<file path="src/rtl/cnn_ctrl_pkg.sv">
// Shared control definitions for the CNN layer sequencer: FSM state codes
// and small sizing helpers.
package cnn_ctrl_pkg;

  localparam int ST_W = 3;

  localparam logic [ST_W-1:0] ST_IDLE    = 3'd0;
  localparam logic [ST_W-1:0] ST_LAUNCH  = 3'd1;
  localparam logic [ST_W-1:0] ST_WAIT    = 3'd2;
  localparam logic [ST_W-1:0] ST_ADVANCE = 3'd3;
  localparam logic [ST_W-1:0] ST_FINISH  = 3'd4;
  localparam logic [ST_W-1:0] ST_ABORT   = 3'd5;

  // conv, relu, pool, fc
  function automatic int default_num_stages();
    return 4;
  endfunction

  // Bits needed to hold values 0..n-1, never less than one.
  function automatic int clog2_min1(input int n);
    return (n <= 2) ? 1 : $clog2(n);
  endfunction

endpackage

</file>
<file path="src/rtl/cnn_stage_watchdog.sv">
// Per-stage hang detector: counts cycles since the launch pulse and flags the
// terminal count TIMEOUT_CYCLES-1.
module cnn_stage_watchdog
  import cnn_ctrl_pkg::*;
#(
  parameter int TIMEOUT_CYCLES = 4096
) (
  input  logic clk_i,
  input  logic rst_ni,
  input  logic clr_i,
  input  logic en_i,
  output logic tc_o
);

  localparam int CW = clog2_min1(TIMEOUT_CYCLES);
  localparam logic [CW-1:0] TC_VAL = CW'(TIMEOUT_CYCLES - 1);

  logic [CW-1:0] cnt_q, cnt_d;

  // Counter parks on the terminal value so the flag stays up until cleared.
  always_comb begin
    cnt_d = cnt_q;
    if (clr_i) begin
      cnt_d = '0;
    end else if (en_i && (cnt_q != TC_VAL)) begin
      cnt_d = cnt_q + 1'b1;
    end
  end

  always_ff @(posedge clk_i or negedge rst_ni) begin
    if (!rst_ni) begin
      cnt_q <= '0;
    end else begin
      cnt_q <= cnt_d;
    end
  end

  assign tc_o = (cnt_q == TC_VAL);

endmodule

</file>
<file path="src/rtl/cnn_layer_sequencer.sv">
// Layer-stage sequencer: launches each CNN stage in turn, tracks the ping-pong
// buffer, latches the prediction. Optional cycle counter under CNN_SEQ_PERF_EN.
module cnn_layer_sequencer
  import cnn_ctrl_pkg::*;
#(
  parameter int NUM_STAGES     = default_num_stages(),
  parameter int TIMEOUT_CYCLES = 4096,
  parameter int IDX_W          = 3
) (
  input  logic                  clk,
  input  logic                  reset,
  input  logic                  start,
  input  logic [NUM_STAGES-1:0] stage_done,
  input  logic                  prediction_in,
  output logic [NUM_STAGES-1:0] stage_start,
  output logic [IDX_W-1:0]      stage_idx,
  output logic                  buf_sel,
  output logic                  busy,
  output logic                  done,
  output logic                  prediction,
  output logic                  error
`ifdef CNN_SEQ_PERF_EN
  ,
  output logic [31:0]           total_cycles
`endif
);

  localparam logic [IDX_W-1:0] LAST_IDX = IDX_W'(NUM_STAGES - 1);

  logic [ST_W-1:0]  state_q, state_d;
  logic [IDX_W-1:0] idx_q, idx_d;
  logic             buf_q, buf_d;
  logic             pred_q, pred_d;
  logic             err_q, err_d;

  logic done_hit;
  logic last_stage;
  logic wd_clr;
  logic wd_en;
  logic wd_tc;

  always_comb begin
    done_hit = 1'b0;
    for (int k = 0; k < NUM_STAGES; k++) begin
      if (idx_q == IDX_W'(k)) begin
        done_hit = stage_done[k];
      end
    end
  end

  assign last_stage = (idx_q == LAST_IDX);

  // Intermediate hand-offs go straight from WAIT to the next LAUNCH, toggling
  // the bank on the way, so each stage costs its own latency plus one cycle.
  // Only the final stage passes through ADVANCE before FINISH.
  always_comb begin
    state_d = state_q;
    idx_d   = idx_q;
    buf_d   = buf_q;
    pred_d  = pred_q;
    err_d   = err_q;
    case (state_q)
      ST_IDLE: begin
        if (start) begin
          idx_d   = '0;
          buf_d   = 1'b0;
          err_d   = 1'b0;
          state_d = ST_LAUNCH;
        end
      end
      ST_LAUNCH: begin
        state_d = ST_WAIT;
      end
      ST_WAIT: begin
        if (done_hit) begin
          if (last_stage) begin
            pred_d  = prediction_in;
            state_d = ST_ADVANCE;
          end else begin
            idx_d   = idx_q + 1'b1;
            buf_d   = ~buf_q;
            state_d = ST_LAUNCH;
          end
        end else if (wd_tc) begin
          state_d = ST_ABORT;
        end
      end
      ST_ADVANCE: begin
        buf_d   = ~buf_q;
        state_d = ST_FINISH;
      end
      ST_FINISH: begin
        state_d = ST_IDLE;
      end
      ST_ABORT: begin
        err_d   = 1'b1;
        state_d = ST_IDLE;
      end
      default: begin
        state_d = ST_IDLE;
      end
    endcase
  end

  always_ff @(posedge clk or negedge reset) begin
    if (!reset) begin
      state_q <= ST_IDLE;
      idx_q   <= '0;
      buf_q   <= 1'b0;
      pred_q  <= 1'b0;
      err_q   <= 1'b0;
    end else begin
      state_q <= state_d;
      idx_q   <= idx_d;
      buf_q   <= buf_d;
      pred_q  <= pred_d;
      err_q   <= err_d;
    end
  end

  // Watchdog reads zero during LAUNCH, so it equals cycles since the pulse.
  assign wd_clr = (state_d == ST_LAUNCH);
  assign wd_en  = (state_q == ST_LAUNCH) || (state_q == ST_WAIT);

  cnn_stage_watchdog #(
    .TIMEOUT_CYCLES (TIMEOUT_CYCLES)
  ) u_watchdog (
    .clk_i  (clk),
    .rst_ni (reset),
    .clr_i  (wd_clr),
    .en_i   (wd_en),
    .tc_o   (wd_tc)
  );

  always_comb begin
    stage_start = '0;
    if (state_q == ST_LAUNCH) begin
      for (int k = 0; k < NUM_STAGES; k++) begin
        if (idx_q == IDX_W'(k)) begin
          stage_start[k] = 1'b1;
        end
      end
    end
  end

  assign busy       = (state_q == ST_LAUNCH) || (state_q == ST_WAIT) ||
                      (state_q == ST_ADVANCE);
  assign done       = (state_q == ST_FINISH);
  assign stage_idx  = idx_q;
  assign buf_sel    = buf_q;
  assign prediction = pred_q;
  assign error      = err_q;

`ifdef CNN_SEQ_PERF_EN
  logic [31:0] cyc_q, cyc_d;

  always_comb begin
    cyc_d = cyc_q;
    if ((state_q == ST_IDLE) && start) begin
      cyc_d = '0;
    end else if (busy && (cyc_q != 32'hFFFF_FFFF)) begin
      cyc_d = cyc_q + 32'd1;
    end
  end

  always_ff @(posedge clk or negedge reset) begin
    if (!reset) begin
      cyc_q <= '0;
    end else begin
      cyc_q <= cyc_d;
    end
  end

  assign total_cycles = cyc_q;
`endif

endmodule

</file>
<file path="config.mk">
export PLATFORM = sky130hd
export DESIGN_NAME = cnn_layer_sequencer
export DESIGN_NICKNAME = d
export VERILOG_FILES = /design/src/rtl/cnn_ctrl_pkg.sv /design/src/rtl/cnn_stage_watchdog.sv /design/src/rtl/cnn_layer_sequencer.sv
export SDC_FILE = /design/constraint.sdc
export NUM_CORES = 1
export LEC_CHECK = 0
export CAP_MARGIN = 40
export CORE_UTILIZATION = 49
export DETAILED_ROUTE_END_ITERATION = 7
export PLACE_DENSITY = 0.74
export RECOVER_POWER = 25
export SYNTH_ARGS = -nofsm -noshare
export SYNTH_HDL_FRONTEND = slang
export SYNTH_HIERARCHICAL = 1
export SYNTH_SLANG_ARGS = --single-unit
</file>
<file path="constraint.sdc">
create_clock -name clk -period 3.59 [get_ports clk]
set_input_delay 0.8975 -clock clk [delete_from_list [all_inputs] [get_ports clk]]
set_output_delay 0.8975 -clock clk [all_outputs]
set_load 0.01 [all_outputs]
</file>
==> results.md, run 1 <==
* Synthesized instance count at 134
* CTS-repair resized insts at 0
* Relative slew slack at 33.81%
* Area Overhead vs Synth at 19.98%
* Final hold slack at 524.3 ps
* Unique masters post-synth at 40
* Port Buffers at 19
* DP Cell Count at 183
* Total GRT Usage at 21.89%
* Dpl cell area at 0.001531 mm^2
* Synth area leader: dfrtp_1
* Flop2flop setup slack at 740 ps
* EDFF count, synth at 0
* Post-synthesis mux area share at 4.074%
* Finished Layout Cells at 187
* Syn_nets at 148
* Crit end category: register
* Initial antenna violation count at 0
* Top-count cell post-synth: dfrtp_1
* Via count at 1,097
* Worst-skew pair later-pin latency at 310 ps
* Post-CTS Setup Bufs at 0
* Fmax at 350.4 MHz
* Number of I/O pins at 20
* Total CTS buffers at 3
* Seq/Total Area, Yosys at 40.74%
* Crit Reg-Reg Endpoint: u_watchdog/cnt_q[9]$_DFFE_PN0P_
* Crit path DAT at 3060 ps
* Initial Util at 52.07%
* Minimum clock period at 2854 ps
* Clk sinks at 21
* WL final at 2696 um
* Std-Cell Rows at 18
* Average size of a mapped cell at 9.627 um^2
* Global route overflow at 0
* RSZ-0062 raised after global routing: no
* Ant. Diodes at 0
* CTS H-tree lvls at 1
* Hold EP: prediction$_DFFE_PN0P_
* Post-synth top cells: dfrtp_1 (21), nor2_1 (14), inv_1 (10), o21ai_0 (10)
* Final Hold Vio Count at 0
* R2r worst-path depth at 8
* Core Area at 0.002477 mm^2
* First-pass GRT wire length at 4422 um
* Crit path required time at 3800 ps
* Leak at 0.6178 nW
* Power density cells at 609.5 mW/mm^2
* # hold bufs at CTS at 0
* Worst hold path startpoint: prediction$_DFFE_PN0P_
* Synthesized flop and latch total at 21
* Crit-path slowest cell: nor4_2
* Utilization after layout at 62.47%
* Synth top area cells: dfrtp_1 (41%), ha_1 (5.8%), nor2_1 (4.1%)
* Overall power of the completed layout at 0.9433 mW
* CP Cell Sequence: nand4_1 > nor4_2 > a21boi_0 > o21ai_0 > nor2_1 > nor3b_4 > buf_4 > o41ai_1
* Post-route clock skew at 1.082 ps
* Share of cells above drive strength 1 at 10.83%
* Synth warn at 6
* Synth Area in Compound Gates at 20.47%
* Max Root-Sink Buffers at 2
* Drt via density at 5.866
* CTS tree: yes
* Critical Path Stages at 8
* Most used flip-flop cell after synthesis: dfrtp_1
* Setup ws final at 736.2 ps
* Die Height at 53.31 um
* Worst-path clk slew at 120 ps
* Buf+Inv Stages, Crit Path at 1
* Detail Placement HPWL at 2078 um
* Die area at 0.002842 mm^2
* Worst-path fanout max at 9
* Die Span X at 53.31 um
* Synth Cell Area at 0.001290 mm^2
* Final Slew Violations at 0
* Number of max-cap violations at 0
* Place WS at 509.8 ps
* Hold WC Path Type: register to register
* Routed Antenna Nets at 0
* CTS Root Cell: clkbuf_4
* Post-synthesis async set-or-reset flop share at 100.0%
* Final Cycle Share at 79.49%
* Largest family of logic cells by synthesized area: simple AND/OR/NAND/NOR gates
* Max stage delay on crit path at 600 ps
* Design Area, Final at 0.001548 mm^2
* Adder-cell share of the synthesized area at 5.820%
* Post-route setup TNS at 0 ps
* Worst-Margin Slew at 992.9 ps
* Post-Synth Simple-Gate Area at 24.64%
* Final GP Congestion at 0.7909
* Hold Crit Depth at 1
* First-pass DRT Iterations at 4
* Post-synthesis xor/xnor area fraction at 0.6790%
* Final setup violation count at 0
* Remaining DRCs at 0
* FF-to-FF Start: u_watchdog/cnt_q[7]$_DFFE_PN0P_
* Worst setup path class: register to register
* Largest net degree at the start of global routing at 20
* Net count, final at 172
* CP startpoint kind: register
* Synth top area share at 40.74%
* CP delay by family, top: simple AND/OR/NAND/NOR gates
* VDD IR max at 387.6 uV
* Iter 0 DRT Violations at 41
* Vias in the first global route at 941
* Status: completed
* WL per Instance at 14.42 um
[power breakdown]
| part | internal [mW] | switching [mW] | leakage [nW] |
|---|---|---|---|
| logic | 0.222 | 0.256 | 0.317 |
| registers | 0.285 | 0.0623 | 0.283 |
| clock network | 0.0417 | 0.0761 | 0.0177 |
| total | 0.549 | 0.395 | 0.618 |
[state kept, by name, indices dropped and copies added, names as in the netlist]
register          flops
stage_idx             3
error                 1
prediction            1
buf_sel               1
u_watchdog/cnt_q     12
state_q               3
[placed cells by master, fill, tap and decap left out, types with 4 or more instances in the layout]
cell / synthesis / layout
a21oi_1: 9 / 9
nand2_1: 9 / 9
nor3_1: 4 / 4
nor2_1: 14 / 14
ha_1: 6 / 6
nand3_1: 5 / 5
and2_1: 4 / 4
inv_1: 10 / 10
dfrtp_1: 21 / 21
clkdlybuf4s50_1: 0 / 18
o21ai_0: 10 / 10
[per-layer routing]
metal  share of wire [%]  track usage [%]  routed length (um)  vias to the layer above
met5                   0                0                   0                        -
met4                0.85            6.579                  23                        0
met3                 3.4            5.172                  92                        4
met2                  47            32.29                1262                       27
met1                  49            31.15                1318                      529
li1                    -                -                   -                      537
[layout make-up]
cell class	count	area (um^2)
Fill cell	230	929.6
Multi-Input combinational cell	101	718.2
Sequential cell	21	525.5
Timing Repair Buffer	21	201.4
Inverter	10	37.54
Tap cell	30	37.54
Clock buffer	3	22.52
Clock inverter	1	5.005
[cells by family after synthesis]
| logic type | Yosys count |
|---|---|
| XOR/XNOR | 1 |
| AND/OR/NAND/NOR | 54 |
| adder cells (fa/ha/maj) | 6 |
| flip-flops | 21 |
| buffers and inverters | 12 |
| multiplexers | 5 |
| AO/OA/AOI/OAI | 35 |
[how the worst max path moves through the flow]
| stage | from | end | slack, ps |
|---|---|---|---|
| final | u_watchdog/cnt_q[7]$_DFFE_PN0P_ | u_watchdog/cnt_q[9]$_DFFE_PN0P_ | 740 |
| after global routing | u_watchdog/cnt_q[7]$_DFFE_PN0P_ | u_watchdog/cnt_q[9]$_DFFE_PN0P_ | 540 |
| after CTS | state_q[2]$_DFF_PN0_ | stage_start[0] | 740 |
| after detailed placement | stage_done[1] | u_watchdog/cnt_q[9]$_DFFE_PN0P_ | 510 |
| after global placement | stage_done[0] | u_watchdog/cnt_q[9]$_DFFE_PN0P_ | 630 |
| after floorplan | stage_idx[0]$_DFFE_PN0P_ | u_watchdog/cnt_q[9]$_DFFE_PN0P_ | 960 |
Power figures use the tool's default switching activity.
==> run 2, diff against run 1 <==
==> constraint.sdc (replaced) <==
create_clock -name clk -period 2.9 [get_ports clk]
set_input_delay 0.725 -clock clk [delete_from_list [all_inputs] [get_ports clk]]
set_output_delay 0.725 -clock clk [all_outputs]
set_load 0.01 [all_outputs]
==> run 2 against run 1 <==
Net effect:
- wire length rose by 4.9%
- non-clock buffer count is 4 higher
- clock-buffer cell count is the same
- sequential power rose by 24%
- utilization rose by 1.2 points
- sequential cell count unchanged
- critical path depth down 4
- highest routed layer is now met3
==> results.md, run 2 (synthesis gave the netlist of run 1 again) <==
* Max stage delay on crit path at 550 ps
* Final setup violation count at 0
* CTS-repair resized insts at 0
* RSZ-0062 raised after global routing: no
* Post-route clock skew at 8.943 ps
* Crit path DAT at 2010 ps
* Share of cells above drive strength 1 at 13.04%
* Minimum clock period at 2731 ps
* Overall power of the completed layout at 1.195 mW
* Final Hold Vio Count at 0
* Post-route setup TNS at 0 ps
* Remaining DRCs at 0
* Power density cells at 757.3 mW/mm^2
* Relative slew slack at 28.73%
* Detail Placement HPWL at 2128 um
* Die area at 0.002842 mm^2
* Worst-path clk slew at 110 ps
* CTS tree: yes
* Crit-path slowest cell: clkdlybuf4s50_1
* Final Cycle Share at 94.16%
* VDD IR max at 533.7 uV
* Max Root-Sink Buffers at 2
* Crit path required time at 2170 ps
* Core Area at 0.002477 mm^2
* Worst-Margin Slew at 1069 ps
* First-pass GRT wire length at 4409 um
* Status: completed
* Std-Cell Rows at 18
* Fmax at 366.2 MHz
* Routed Antenna Nets at 0
* Biggest register: u_watchdog/cnt_q
* Utilization after layout at 63.69%
* Worst-skew pair later-pin latency at 300 ps
* Initial antenna violation count at 0
* Number of max-cap violations at 0
* Iter 0 DRT Violations at 43
* Total GRT Usage at 21.71%
* Commonest cells after routing, fill and taps aside: dfrtp_1 (21), clkdlybuf4s50_1 (18), nor2_1 (14)
* Vias in the first global route at 926
* Drt via density at 5.921
* WL final at 2827 um
* CP Cell Sequence: nand3b_1 > nor2_1 > and2_1 > clkdlybuf4s50_1
* Post-CTS Setup Bufs at 0
* Area Overhead vs Synth at 22.31%
* Via count at 1,131
* WL per Instance at 14.80 um
* Leak at 0.6375 nW
* # fillers at 207
* Total CTS buffers at 3
* CP startpoint kind: register
* Port Buffers at 19
* CP delay by family, top: simple AND/OR/NAND/NOR gates
* Hold WC Path Type: register to register
* Initial Util at 52.07%
* Net count, final at 176
* Number of flip-flops under the largest register name at 12
* Die Height at 53.31 um
* Die Span X at 53.31 um
* Worst setup path class: register to output pin
* Final Slew Violations at 0
* Crit end category: output pin
* Ant. Diodes at 0
* # hold bufs at CTS at 0
* Worst-path fanout max at 9
* First-pass DRT Iterations at 5
* Clk sinks at 21
* CTS Root Cell: clkbuf_4
* Buf+Inv Stages, Crit Path at 1
* Number of I/O pins at 20
* Final GP Congestion at 0.8397
* Commonest non-fill, non-tap cell in the layout: dfrtp_1
* Largest net degree at the start of global routing at 22
* Global route overflow at 0
* CTS H-tree lvls at 1
-- run 2: cell types whose count changed in the layout (fill, tap and decap cells not counted), sizes merged --
| cell | delta |
|---|---|
| buf | +4 |
-- run 2: where the power goes --
| part | switching [mW] | total (mW) | internal [mW] |
|---|---|---|---|
| logic | 0.328 | 0.627 | 0.300 |
| registers | 0.0778 | 0.431 | 0.353 |
| clock network | 0.0852 | 0.137 | 0.0515 |
-- run 2: routing by layer --
layer,track usage [%],wire (um)
met1,33.04,1418
met2,29.79,1283
met3,6.034,125
met4,4.825,0
met5,0,0
-- run 2: area by class of cell --
| class | instances | area (um^2) | share of cell area, % |
|---|---|---|---|
| flip-flops and latches | 21 | 525.5 | 33.31 |
| repair buffers | 25 | 231.5 | 14.67 |
| clock buffers | 3 | 22.52 | 1.427 |
| multi-input cells | 101 | 718.2 | 45.52 |
| well taps | 30 | 37.54 | 2.379 |
| inverters | 10 | 37.54 | 2.379 |
| clock inverters | 1 | 5.005 | 0.3172 |
-- run 2: final timing paths --
kind / to / depth (start not counted) / startpoint / slack (ps)
max: stage_start[1] / 4 / state_q[2]$_DFF_PN0_ / 170
min: prediction$_DFFE_PN0P_ / 1 / prediction$_DFFE_PN0P_ / 520
max reg2reg: u_watchdog/cnt_q[9]$_DFFE_PN0P_ / 9 / u_watchdog/cnt_q[0]$_DFFE_PN0P_ / 340
min reg2reg: prediction$_DFFE_PN0P_ / 1 / prediction$_DFFE_PN0P_ / 520
max in group asynchronous: u_watchdog/cnt_q[11]$_DFFE_PN0P_ / 2 / reset / 1130
min in group asynchronous: buf_sel$_DFFE_PN0P_ / 2 / reset / 1120
-- run 2: per-stage QoR --
step	cells	hold slack [ps]	cell area, um^2	setup WS [ps]
3_3_place_gp	187	490.0	1554	230.5
6_report	191	522.0	1578	169.4
2_1_floorplan	134	429.4	1290	272.1
3_5_place_dp	187	497.4	1554	125.2
4_1_cts	191	525.7	1582	210.9
5_1_grt	191	557.6	1578	35.90
==> run 3, diff against run 2 <==
--- a/config.mk
+++ b/config.mk
@@ -10,6 +10,7 @@
 export DETAILED_ROUTE_END_ITERATION = 7
 export PLACE_DENSITY = 0.74
 export RECOVER_POWER = 25
+export SKIP_CTS_REPAIR_TIMING = 1
 export SYNTH_ARGS = -nofsm -noshare
 export SYNTH_HDL_FRONTEND = slang
 export SYNTH_HIERARCHICAL = 1
==> results of run 3 <==
Same layout as run 2: the final DEF is identical, and so are final timing and power.
